File: config.mk
export PLATFORM = sky130hd
export DESIGN_NAME = your_design
export DESIGN_NICKNAME = d
export VERILOG_FILES = /design/src/rtl/your_design.sv
export SDC_FILE = /design/constraint.sdc
export NUM_CORES = 1
export LEC_CHECK = 0
export ABC_AREA = 1
export CORE_ASPECT_RATIO = 1.75
export CORE_MARGIN = 4
export CORE_UTILIZATION = 48
export DETAILED_ROUTE_END_ITERATION = 10
export GPL_TIMING_DRIVEN = 0
export HOLD_SLACK_MARGIN = 0.12
export PLACE_DENSITY = 0.72
export RECOVER_POWER = 50
export SYNTH_ARGS = -nofsm -noshare
export SYNTH_HDL_FRONTEND = slang
export SYNTH_SLANG_ARGS = --single-unit
File: constraint.sdc
create_clock -name clk -period 4.4 [get_ports clk]
set_input_delay 1.32 -clock clk [delete_from_list [all_inputs] [get_ports clk]]
set_output_delay 1.32 -clock clk [all_outputs]
set_load 0.01 [all_outputs]
File: src/rtl/your_design.sv
// Unsigned NxN iterative shift-add multiplier with a free-running
// LOAD -> MUL x N -> WRITE cycle. Y holds between updates and y_valid
// strobes for one cycle each time Y is rewritten.
module your_design #(
    parameter int unsigned N = 4
) (
    input  logic             clk,
    input  logic             rst_n,
    input  logic [N-1:0]     A,
    input  logic [N-1:0]     B,
    output logic [2*N-1:0]   Y,
    output logic             y_valid
);

    localparam int unsigned W     = 2 * N;
    localparam int unsigned CNT_W = (N > 1) ? $clog2(N) : 1;
    localparam logic [CNT_W-1:0] CNT_LAST = CNT_W'(N - 1);

    typedef enum logic [1:0] {
        S_LOAD  = 2'd0,
        S_MUL   = 2'd1,
        S_WRITE = 2'd2
    } state_e;

    state_e           state_q;
    logic [W-1:0]     a_q;
    logic [N-1:0]     b_q;
    logic [W-1:0]     acc_q;
    logic [CNT_W-1:0] cnt_q;
    logic [W-1:0]     y_q;
    logic             y_valid_q;

    // Sequencer and datapath: sample operands, accumulate one bit per cycle, publish result.
    always_ff @(posedge clk or negedge rst_n) begin
        if (!rst_n) begin
            state_q   <= S_LOAD;
            a_q       <= '0;
            b_q       <= '0;
            acc_q     <= '0;
            cnt_q     <= '0;
            y_q       <= '0;
            y_valid_q <= 1'b0;
        end else begin
            y_valid_q <= 1'b0;
            case (state_q)
                S_LOAD: begin
                    a_q     <= W'(A);
                    b_q     <= B;
                    acc_q   <= '0;
                    cnt_q   <= '0;
                    state_q <= S_MUL;
                end
                S_MUL: begin
                    // Carry out of the 2N-bit add is always zero for unsigned NxN.
                    if (b_q[0]) begin
                        acc_q <= acc_q + a_q;
                    end
                    a_q   <= a_q << 1;
                    b_q   <= b_q >> 1;
                    cnt_q <= cnt_q + CNT_W'(1);
                    if (cnt_q == CNT_LAST) begin
                        state_q <= S_WRITE;
                    end
                end
                S_WRITE: begin
                    y_q       <= acc_q;
                    y_valid_q <= 1'b1;
                    state_q   <= S_LOAD;
                end
                default: begin
                    state_q <= S_LOAD;
                end
            endcase
        end
    end

    assign Y       = y_q;
    assign y_valid = y_valid_q;

endmodule

## Word-level counts from Yosys, hierarchy flattened

Cells that the tools add are included.

- Add/subtract/negate cells: 2
- Multiply operators: 0
- Div/mod/pow operators: 0
- $lt $le $gt $ge: 0
- Equality and inequality tests: 5
- Shift-type cells: 0
- Muxes and demuxes: 8
- Bitwise operators: 0
- Reductions and logical operators: 3

Operator list:

| cell | number |
|---|---|
| $pmux 8 s2 | 2 |
| $add 8x8->8 | 1 |
| $mux 8 | 1 |
| $pmux 2 s2 | 2 |
| $pmux 4 s2 | 1 |
| $eq 2x2->1 const B | 2 |
| $ne 2x2->1 const B | 2 |
| $add 2x1->2 const B | 1 |
| $eq 2x1->1 const B | 1 |
| $logic_not 2->1 | 1 |
| $mux 2 | 1 |
| $reduce_and 2->1 | 1 |
| $reduce_bool 2->1 | 1 |
| $mux 1 | 1 |

- Register bits: 33
- Bits in latches: 0
- Memory bits (writable): 0
- Memory bits (read-only): 0
- Bits of input ports: 10
- Output and inout port bits: 9
- Logic and storage cells: 25
- Memories kept: 0

## Depth between registers and ports, before layout

- Depth in word-level cells: 3
- Gate-level depth with buffers: 9
- Mapped depth without buffers: 9

## Least setup slack after synthesis

Ideal clock, no wire load.

- Kind: reg2out
- From: reg y_q[0] (netlist: Y[0])
- To: out Y[0]
- Arrival: 0.385 ns
- Data required time: 3.080 ns
- Setup slack: 2.695 ns
- Stages on the path, launching flop included: 1
- Path buffers: 0
- Path through: dfrtp_1

RTL lines:

| item | RTL line | text |
|---|---|---|
| start: declaration | 30 | `logic [W-1:0] y_q;` |
| start signal: assignment | 66 | `y_q <= acc_q;` |
| end: declaration | 11 | `output logic [2*N-1:0] Y,` |

No word-level cell between the ends.

## Final worst setup path

- From: reg y_q[0] (netlist: Y[0])
- To: out Y[0]

No word-level cell between the ends.

==> impl_metrics.tcl <==
set metrics [dict create \
    final_area_mm2 0.00187 \
    via_count 1283 \
    mostFrequentLayoutCells "nand2_1 (67), dfrtp_1 (33), inv_1 (22)" \
    holdWs_ps 468 \
    ys_ff_latch 33 \
    port_buffers 18 \
    ctsResizeCount 0 \
    drtIter0Drc 35 \
    maxSlewHeadroom_pct -15.2 \
    synth_nets 201 \
    root_buffer "clkbuf_8" \
    place.gp.congestion 0.816 \
    skew_ps 5.04 \
    yosysWarnings 0 \
    critical_path_arrival_ps 1180 \
    ir_worst_vdd_mv 0.185 \
    crit_path_end_kind "output pin" \
    core_mm2 0.00318 \
    setup_viol 0 \
    reg2reg_from "state_q[1]" \
    routed_wl_um 3090 \
    numCtsBuffers 5 \
    die_x_um 51.6 \
    worst_ep_required_time_ps 3080 \
    tns_ps 0 \
    p_leak_uw 0.000956 \
    hpwl_um 2330 \
    period_share_pct 56.8 \
    post_drt_wl_per_cell_um 12.3 \
    fillers 306 \
    fmax_mhz 400 \
    cts_tree "yes" \
    netlist_area_mm2 0.00160 \
    worstRegToRegCells 6 \
    antennaDiodeCount 0 \
    crit_type "register to output pin" \
    post-route-min-period_ps 2500 \
    start_util_pct 50.3 \
    antenna_found_initial 0 \
    grt_pass1_wl_um 5420 \
    worst-path-stages 1 \
    hold_depth 2 \
    crit_path_max_fanout 2 \
    drive_gt1_share_pct 5.29 \
    first_pass_iters 6 \
    clk_path_buf_depth 2 \
    rows 27 \
    r2r_end "acc_q[1]" \
    cts_sinks 33 \
    clk_latency_ps 290 \
    dieArea_mm2 0.00435 \
    place_area_mm2 0.00183 \
    htree_levels 2 \
    yosysTopAreaCell "dfrtp_1" \
    netlist_instances 182 \
    pin_count 19 \
    cpMaxStageDelayCell "clkdlybuf4s50_1" \
    cts_hold_buf 0 \
    worst_pin_slew_ps 1730 \
    drc 0 \
    hold_end "Y[4]" \
    grt_pass1_vias 1309 \
    cts_setup_buffers 0 \
    fin_ws_ps 1900 \
    overflow 0 \
    outcome "finished, violations left" \
    pre_cts_ws_ps 2200 \
    failed_checks "capacitance limit, slew limit" \
    postSynthAreaPerCell_um2 8.77 \
    ff2ff_setup_slack_ps 2230 \
    start_kind "register" \
    cpPeakStageDelay_ps 540 \
    drtAntennaViolNets 0 \
    path_buf_inv 1 \
    fin_util_pct 58.8 \
    fin_nets 226 \
    rsz0062_at_grt "false" \
    ys_seq_area_share_pct 51.7 \
    path_cells "clkdlybuf4s50_1" \
    synthDominantCellAreaShare_pct 51.7 \
    clk_pin_slew_ps 70 \
    synthToLayoutAreaGrowth_pct 16.9 \
    grt_max_degree 34 \
    dieHeight_um 84.3 \
    startpoint "Y[0]" \
    layout_commonest_cell "nand2_1" \
    drv_slew 34 \
    vias_per_cell 5.11 \
    min_from "Y[4]" \
    synth_cell_types 26 \
    synth.top_cells.by_area "dfrtp_1 (52%), nand2_1 (16%), ha_1 (6.3%), inv_1 (4.7%), nand3_1 (3.4%)" \
    grt_usage_pct 16.6 \
    p_per_area_mw_per_mm2 324 \
    hold_viol 0 \
    crit_family "buffers and inverters" \
    hp-class "register to register" \
    cap_violations 1 \
]
==> flip-flops by register name, summed over array words and instances, names as in the netlist <==
name and cells:
a_q 8, cnt_q 2, b_q 4, Y 8
y_valid 1, acc_q 8, state_q 2
==> worst max-delay path by stage <==
stage	endpoint	slack, ps
2_1_floorplan	Y[0]	2700
3_3_place_gp	acc_q[7]	1410
3_5_place_dp	Y[0]	2200
4_1_cts	Y[0]	1890
5_1_grt	Y[6]	1540
6_report	Y[0]	1900
==> cells in the mapped netlist <==
library cell  instances
ha_1                  8
o21ai_1               4
inv_2                 3
o21ai_0              10
buf_2                 1
nand3_1              11
a21oi_1               6
o21ai_2               1
clkbuf_1              1
o22ai_1               2
nand2_1              66
dfrtp_1              33
nor2_8                1
nor2_2                1
a21oi_2               1
a22oi_1               1
fa_1                  1
nand2_4               1
xor2_1                1
a22o_1                1
o211ai_1              2
xnor2_1               1
inv_4                 1
inv_1                20
nor2_4                2
nor2_1                2
==> kinds of logic after synthesis <==
family,after synthesis,share of synthesized area [%]
DFF,33,51.7
adders and majority gates,9,7.52
AOI/OAI and AO/OA,28,10.1
buffers and inverters,26,6.35
xor gates and xnor gates,2,1.10
and+or+nand+nor,84,23.2
==> layout make-up <==
type / instances / area, µm² / area share [%]
Buffer: 2 / 7.51 / 0.402
Clock buffer: 6 / 72.6 / 3.89
Clock inverter: 2 / 10.0 / 0.536
Inverter: 24 / 92.6 / 4.96
Multi-Input combinational cell: 123 / 631 / 33.8
Sequential cell: 33 / 826 / 44.2
Tap cell: 43 / 53.8 / 2.88
Timing Repair Buffer: 18 / 174 / 9.32
==> where the power goes <==
| group | internal (µW) | leakage, µW | switching [µW] | total [µW] |
|---|---|---|---|---|
| Sequential | 318 | 0.000428 | 8.02 | 326 |
| Clock | 109 | 0.0000450 | 107 | 217 |
| Combinational | 33.2 | 0.000483 | 28.6 | 61.8 |
==> per-stage QoR <==
stage | instances | total power, µW
floorplan | 182 | 357
global placement | 243 | 396
detailed placement | 243 | 397
CTS | 251 | 613
global route | 251 | 632
finish | 251 | 605
==> per-layer routing <==
layer / part of all wire, % / vias to the layer above / wire length, µm / track usage [%]
li1: - / 628 / - / -
met1: 38 / 601 / 1170 / 17.0
met2: 53 / 38 / 1630 / 28.4
met3: 5.1 / 16 / 157 / 4.44
met4: 4.2 / 0 / 129 / 10.7
met5: 0 / - / 0 / 0
Power figures use the tool's default switching activity.
